File: src/rtl/key_switch_input_port.sv
// key_switch_input_port
//
// CPU-readable input peripheral for the board push-buttons and slide
// switches. The raw pins go through a two-flop synchroniser and a per-input
// debouncer. Key presses are latched in a sticky edge-capture register, which
// drives a maskable, level-sensitive interrupt. Everything is read through a
// single-cycle register port.
//
// Ports:
//   iCLOCK    system clock, rising edge
//   iRESET_N  synchronous active-low reset
//   iKEY      raw push-buttons, 0 = pressed
//   iSW       raw slide switches, 1 = on
//   iADDR     register select: 0 switches, 1 keys, 2 edge capture, 3 irq mask
//   iRD       read strobe (one cycle per access)
//   iWR       write strobe (one cycle per access)
//   iDATA     write data
//   oDATA     registered read data, holds between reads
//   oVALID    one-cycle pulse marking oDATA as fresh
//   oIRQ      registered OR of (edge capture & mask)
module key_switch_input_port #(
    parameter int NUM_KEYS        = 4,
    parameter int NUM_SW          = 18,
    parameter int DEBOUNCE_CYCLES = 50000
) (
    input  logic                iCLOCK,
    input  logic                iRESET_N,
    input  logic [NUM_KEYS-1:0] iKEY,
    input  logic [NUM_SW-1:0]   iSW,
    input  logic [1:0]          iADDR,
    input  logic                iRD,
    input  logic                iWR,
    input  logic [31:0]         iDATA,
    output logic [31:0]         oDATA,
    output logic                oVALID,
    output logic                oIRQ
);

    localparam int NUM_IN = NUM_KEYS + NUM_SW;
    localparam int CNT_W  = $clog2(DEBOUNCE_CYCLES + 1);
    // The count that, once incremented, reaches DEBOUNCE_CYCLES.
    localparam logic [CNT_W-1:0] CNT_LAST = CNT_W'(DEBOUNCE_CYCLES - 1);

    logic [NUM_KEYS-1:0] key_meta_reg, key_sync_reg;
    logic [NUM_SW-1:0]   sw_meta_reg, sw_sync_reg;

    // Keys and switches share one debounce array. Keys are inverted first so
    // that every bit is 1 = active, and 0 is the reset level for all of them.
    logic [NUM_IN-1:0]   sample;
    logic [NUM_IN-1:0]   level_reg, level_next;

    logic [NUM_KEYS-1:0] key_level, press;
    logic [NUM_SW-1:0]   sw_level;

    logic [NUM_KEYS-1:0] capture_reg, capture_next;
    logic [NUM_KEYS-1:0] mask_reg, mask_next;
    logic [31:0]         data_reg, rd_data;
    logic                valid_reg, irq_reg;

    logic                unused_data;
    assign unused_data = ^iDATA[31:NUM_KEYS];

    always_ff @(posedge iCLOCK) begin
        if (!iRESET_N) begin
            key_meta_reg <= '1;
            key_sync_reg <= '1;
            sw_meta_reg  <= '0;
            sw_sync_reg  <= '0;
        end else begin
            key_meta_reg <= iKEY;
            key_sync_reg <= key_meta_reg;
            sw_meta_reg  <= iSW;
            sw_sync_reg  <= sw_meta_reg;
        end
    end

    assign sample = {sw_sync_reg, ~key_sync_reg};

    generate
        for (genvar gi = 0; gi < NUM_IN; gi++) begin : g_deb
            logic [CNT_W-1:0] cnt_reg, cnt_next;
            logic             lvl_next;

            // Any sample that agrees with the current level restarts the
            // count, so only an unbroken run of DEBOUNCE_CYCLES disagreeing
            // samples flips the level.
            always_comb begin
                cnt_next = '0;
                lvl_next = level_reg[gi];
                if (sample[gi] != level_reg[gi]) begin
                    if (cnt_reg == CNT_LAST) begin
                        lvl_next = sample[gi];
                    end else begin
                        cnt_next = cnt_reg + 1'b1;
                    end
                end
            end

            always_ff @(posedge iCLOCK) begin
                if (!iRESET_N) begin
                    cnt_reg <= '0;
                end else begin
                    cnt_reg <= cnt_next;
                end
            end

            assign level_next[gi] = lvl_next;
        end
    endgenerate

    assign key_level = level_reg[NUM_KEYS-1:0];
    assign sw_level  = level_reg[NUM_IN-1:NUM_KEYS];

    // Press is detected on the edge where the key level rises, so the capture
    // bit and the level become visible together.
    assign press = level_next[NUM_KEYS-1:0] & ~key_level;

    always_comb begin
        rd_data = '0;
        case (iADDR)
            2'd0:    rd_data[NUM_SW-1:0]   = sw_level;
            2'd1:    rd_data[NUM_KEYS-1:0] = key_level;
            2'd2:    rd_data[NUM_KEYS-1:0] = capture_reg;
            default: rd_data[NUM_KEYS-1:0] = mask_reg;
        endcase
    end

    always_comb begin
        capture_next = capture_reg;
        mask_next    = mask_reg;
        if (iRD && iADDR == 2'd2) begin
            capture_next = '0;
        end
        if (iWR && iADDR == 2'd2) begin
            capture_next = capture_next & ~iDATA[NUM_KEYS-1:0];
        end
        if (iWR && iADDR == 2'd3) begin
            mask_next = iDATA[NUM_KEYS-1:0];
        end
        // A press arriving with a clear must not be lost.
        capture_next = capture_next | press;
    end

    always_ff @(posedge iCLOCK) begin
        if (!iRESET_N) begin
            level_reg   <= '0;
            capture_reg <= '0;
            mask_reg    <= '0;
            data_reg    <= '0;
            valid_reg   <= 1'b0;
            irq_reg     <= 1'b0;
        end else begin
            level_reg   <= level_next;
            capture_reg <= capture_next;
            mask_reg    <= mask_next;
            valid_reg   <= iRD;
            if (iRD) begin
                data_reg <= rd_data;
            end
            irq_reg     <= |(capture_reg & mask_reg);
        end
    end

    assign oDATA  = data_reg;
    assign oVALID = valid_reg;
    assign oIRQ   = irq_reg;

endmodule

File: config.mk
export PLATFORM = sky130hd
export DESIGN_NAME = key_switch_input_port
export DESIGN_NICKNAME = d
export VERILOG_FILES = /design/src/rtl/key_switch_input_port.sv
export SDC_FILE = /design/constraint.sdc
export NUM_CORES = 1
export LEC_CHECK = 0
export CELL_PAD_IN_SITES_DETAIL_PLACEMENT = 0
export CELL_PAD_IN_SITES_GLOBAL_PLACEMENT = 2
export CORE_MARGIN = 2
export CORE_UTILIZATION = 38
export DETAILED_ROUTE_END_ITERATION = 12
export PLACE_DENSITY_LB_ADDON = 0.1
export SYNTH_ARGS = -nofsm -noshare
export SYNTH_HDL_FRONTEND = slang
export SYNTH_SLANG_ARGS = --single-unit
export TNS_END_PERCENT = 1
File: constraint.sdc
create_clock -name iCLOCK -period 2.9 [get_ports iCLOCK]
set_clock_uncertainty 0.15 [all_clocks]
set_input_delay 0.29 -clock iCLOCK [delete_from_list [all_inputs] [get_ports iCLOCK]]
set_output_delay 0.29 -clock iCLOCK [all_outputs]
set_load 0.03 [all_outputs]
### Word level (Yosys, flattened, before mapping)

Index checks and enable logic that the tools add are counted.

* bitwise logic cells: 30
* reduce and logical (&&, ||, !) cells: 45
* equal/unequal tests: 47
* $add $sub $neg: 22
* mux-type cells: 12

Operators by type and width (count)
* adder 16 x 1 -> 16 bit (second input constant): 22
* equality test 16 bit (second input constant): 22
* OR reduction 3 bit: 22
* AND reduction 2 bit: 18
* NOT 1 bit: 23
* inequality test 1 bit: 22
* two-way mux 14 bit: 1
* bitwise AND 4 bit: 3
* NOT 4 bit: 3
* case mux 4 bit (3 select lines): 1
* two-way mux 1 bit: 8
* two-way mux 4 bit: 2
* equality test 2 bit (second input constant): 2
* OR 4 bit: 1
* OR reduction 4 bit: 1
* logical AND 1 bit: 3
* equality test 2 x 1 -> 1 bit (second input constant): 1
* zero test 2 bit: 1

* input bits: 60
* register bits after elaboration: 446
* word-level logic and storage cells: 206
* output and inout port bits: 34

### Depth between registers and ports, before layout

* depth after elaboration: 6
* gate-level depth with buffers: 7

### Worst setup path after synthesis

OpenSTA, ideal clock, no wires.

* path kind: register to register
* from: register g_deb[11].cnt_reg[0]
* to: register g_deb[11].cnt_reg[10]
* library setup time: 0.128 ns
* setup slack: 0.814 ns
* arrival time: 1.808 ns
* stages on the path, launching flop included: 7
* cells stage by stage: dfxtp_1 > ha_1 > nand3_1 > or2_2 > o211ai_1 > clkbuf_1 > nor2_1

* word-level cells in the longest chain between the ends: 2
* elaborated cells on any way between the ends: 3

Ends and longest elaborated chain
* start: declaration: line 81 `logic [CNT_W-1:0] cnt_reg, cnt_next;`
* start signal: assignment: line 103 `cnt_reg <= cnt_next;`
* parallel branches: the longest is 2 deep, another holds adder 16 x 1 -> 16 bit

Parallel ways; which one is timed is not known.
A chain may end at the register's enable or synchronous reset.

### Worst setup path after layout

* from: register g_deb[1].cnt_reg[11]
* to: register g_deb[1].cnt_reg[14]

* word-level cells in the longest chain between the ends: 2
* elaborated cells on any way between the ends: 3

Ends and longest elaborated chain (line)
* start: declaration: 81
* start signal: assignment: 103
* parallel branches: the longest is 2 deep, another holds adder 16 x 1 -> 16 bit

Parallel ways; which one is timed is not known.

==> summary.md <==
| Metric | Value |
|---|---|
| WP data arrival | between 2 and 3 ns |
| Max-cap viol count | 0 |
| DP Cell Count | about 2,800 |
| Post-synth EDFFs | 0 |
| Fill cell count | 4,877 |
| # diodes | 0 |
| HP Class | primary input to flip-flop |
| Fmax | 417 MHz |
| PD cells | between 500 and 600 nW/µm² |
| Number of global-route vias before repair | ~13,000 |
| Die H | 227 µm |
| CP max-delay cell | nor4_1 |
| Req. time, crit path | between 3 and 4 ns |
| Post-Route WL | around 38,000 µm |
| FF+latch count, synth | 446 |
| Worst Setup End Kind | flip-flop |
| Num CTS Buffers | 51 |
| Worst skew pair latency | roughly 0.58 ns |
| Net Switching | 2.66 mW |
| DR vias | about 14,000 |
| Switching share of power | just over 20% |
| Kind of critical path | flip-flop to flip-flop |
| Post-synthesis cell type count | 52 |
| Synthesized area per cell | 9.00 µm² |
| Clock buffer depth | 3 |
| Accumulated negative setup slack | 0 ns |
| Total gr overflow | 0 |
| Largest register FFs | about 350 |
| CP cell instances | or4_1, nor4_1, or2_1, nor2_1 |
| Rows | 81 |
| Final setup viols | 0 |
| # hold bufs at CTS | 0 |
| Setup Fix Bufs, Post-CTS | 0 |
| Synthesized instance count | 2,098 |
| Crit-path max FO | 15 |
| Area added between synthesis and finish | 14.9% |
| Final hold viol count | 0 |
| DRC violations left | 0 |
| Asr flop ratio synth | 0% |
| Pleak | just under 7 nW |
| Unrepaired setup endpoints after global routing | no |
| Int Pwr | 10.3 mW |
| Slew headroom | 56.3% |
| Share of cells above drive strength 1 | between 5 and 6% |
| CTS tree | built |
| Synth Flop Type | dfxtp_1 |
| Max IR drop VDD | between 0.3 and 0.4 mV |
| Tightest Pin Transition | between 0.6 and 0.7 ns |
| Logic gate share of total power | about 1.8% |
| Sequential power share | 47.8% |
| First-pass GRT wire length | 64,400 µm |
| CTS root buf | clkbuf_16 |
| Hold Crit Start | iRESET_N |
| YS warnings | 0 |
| Worst r2r src | g_deb[1].cnt_reg[11] |
| Port buffer count | 51 |
| Final Cycle Share | between 80 and 90% |
| Number of gates resized after cts | 0 |
| Family with the most delay on the worst path | simple AND/OR/NAND/NOR gates |
| Reg clk slew, reported paths | about 0.060 ns |
| Cell Area, Synth | 18,900 µm² |
| Wire per inst | approximately 13 µm |
| Vias/cell | between 4 and 5 |
| CP bufs+invs | 0 |
| Sequential share of the synthesized area | a little under half |
| Post-DP HPWL | 24,600 µm |
| Crit path time final | ~2.4 ns |
| Largest net degree at the start of global routing | roughly 50 |
| Starting DRT DRC Count | 548 |
| Most frequent cells in the layout | 446 x dfxtp_1, 436 x nor2_1, 238 x xnor2_1 |
| Die ar. | between 50,000 and 60,000 µm² |
| CP startpoint | g_deb[1].cnt_reg[11] |
| Commonest non-fill, non-tap cell in the layout | dfxtp_1 |
| Placeable Area | 49,100 µm² |
| Crit path largest cell delay | between 0.5 and 0.6 ns |
| Status | completed |
| Layout Nets | between 2,000 and 2,500 |
| Post-Layout Cell Count | ~2,900 |
| Clk sinks | roughly 450 |
| Crit start category | flip-flop |
| # IOs | 94 |
| RePlAce Congestion | ~0.79 |
| CTS H-tree lvls | 2 |
| Slew Limit Fails | 0 |
| GRT Overall Usage | roughly 15% |
| Initial DRT Pass Iterations | 4 |
| Die width | roughly 230 µm |
| Post-DRT Antenna Nets | 0 |
| Initial antenna violation count | 1 |
| Clock power frac | 50.4% |
| Initial Util | 38.5% |
-- layout make-up --
type                            count  area (µm²)  share of cell area (%)
Multi-Input combinational cell   1525        9370                    43.2
Sequential cell                   446        8930                    41.1
Clock buffer                       82        1540                    7.07
Tap cell                          664         831                    3.83
Timing Repair Buffer               61         578                    2.66
Inverter                           78         293                    1.35
Clock inverter                      9         170                   0.784
-- metal layers --
metal	GRT usage, %	vias up	share of wire, %
li1	-	7276	-
met1	20.3	6371	50
met2	24.0	141	44
met3	2.74	69	3.5
met4	5.00	0	2.4
met5	0	-	0
-- synth_stat cells, types with 7 or more instances --
cell type,n,share of area [%]
mux2i_1,26,1.4
nor2b_1,14,0.46
or4bb_1,9,0.54
nor4bb_1,14,0.74
nand4_1,97,3.2
or2_2,7,0.23
a21oi_1,36,0.95
nand3_1,117,3.1
clkbuf_1,27,0.54
nand2b_1,11,0.36
dfxtp_1,446,47
xor2_1,78,3.6
nand4b_1,13,0.60
and4_1,7,0.32
or3_1,10,0.33
nand2_1,76,1.5
nor3_1,70,1.9
nor2_1,436,8.7
xnor2_1,238,11
ha_1,22,1.5
or4_1,19,0.76
nor4_1,80,2.6
and3_1,24,0.79
inv_1,78,1.5
o21ai_0,12,0.32
buf_4,21,0.83
and2_1,43,1.4
nor4b_1,8,0.37
-- cell families (layout without fill, tap and decap cells) --
kind of cell / after synthesis / count (layout) / share of synthesized area, %
AOI/OAI and AO/OA: 62 / 62 / 1.91
xor gates and xnor gates: 316 / 316 / 14.7
adders and majority gates: 22 / 22 / 1.46
buffers and inverters: 140 / 230 / 3.44
DFF: 446 / 446 / 47.3
muxes: 30 / 30 / 1.85
other: 1 / 14 / 0.0199
and+or+nand+nor: 1081 / 1081 / 29.4
-- path summary, 6_finish.rpt --
path / slack (ns) / end / depth (start not counted)
setup / recovery: 0.50 / g_deb[1].cnt_reg[14] / 4
hold / removal: 0.03 / key_meta_reg[1] / 2
setup reg to reg: 0.50 / g_deb[1].cnt_reg[14] / 4
hold reg to reg: 0.26 / key_sync_reg[2] / 1
-- power groups by stage --
| stage | clock network [mW] | logic [mW] | registers, mW |
|---|---|---|---|
| 2_1_floorplan | 0 | 0.156 | 6.32 |
| 3_3_place_gp | 0 | 0.237 | 6.33 |
| 3_5_place_dp | 0 | 0.238 | 6.33 |
| 4_1_cts | 6.78 | 0.238 | 6.19 |
| 5_1_grt | 7.04 | 0.256 | 6.19 |
| 6_report | 6.52 | 0.230 | 6.19 |
-- per-stage QoR --
stage | instance area [µm²] | utilization (%) | power [mW] | setup WS, ns | hold slack [ns]
final | 21700 | 44.2 | 12.9 | 0.500 | 0.0316
after global routing | 21700 | 44.2 | 13.5 | 0.303 | 0.0416
after CTS | 21700 | 44.2 | 13.2 | 0.471 | 0.0219
after detailed placement | 20000 | 40.8 | 6.56 | 0.478 | 0.245
after global placement | 20000 | 40.8 | 6.56 | 0.526 | 0.239
after floorplan | 18900 | - | 6.48 | 0.814 | 0.236
No activity file was read; power rests on OpenSTA's default activity.
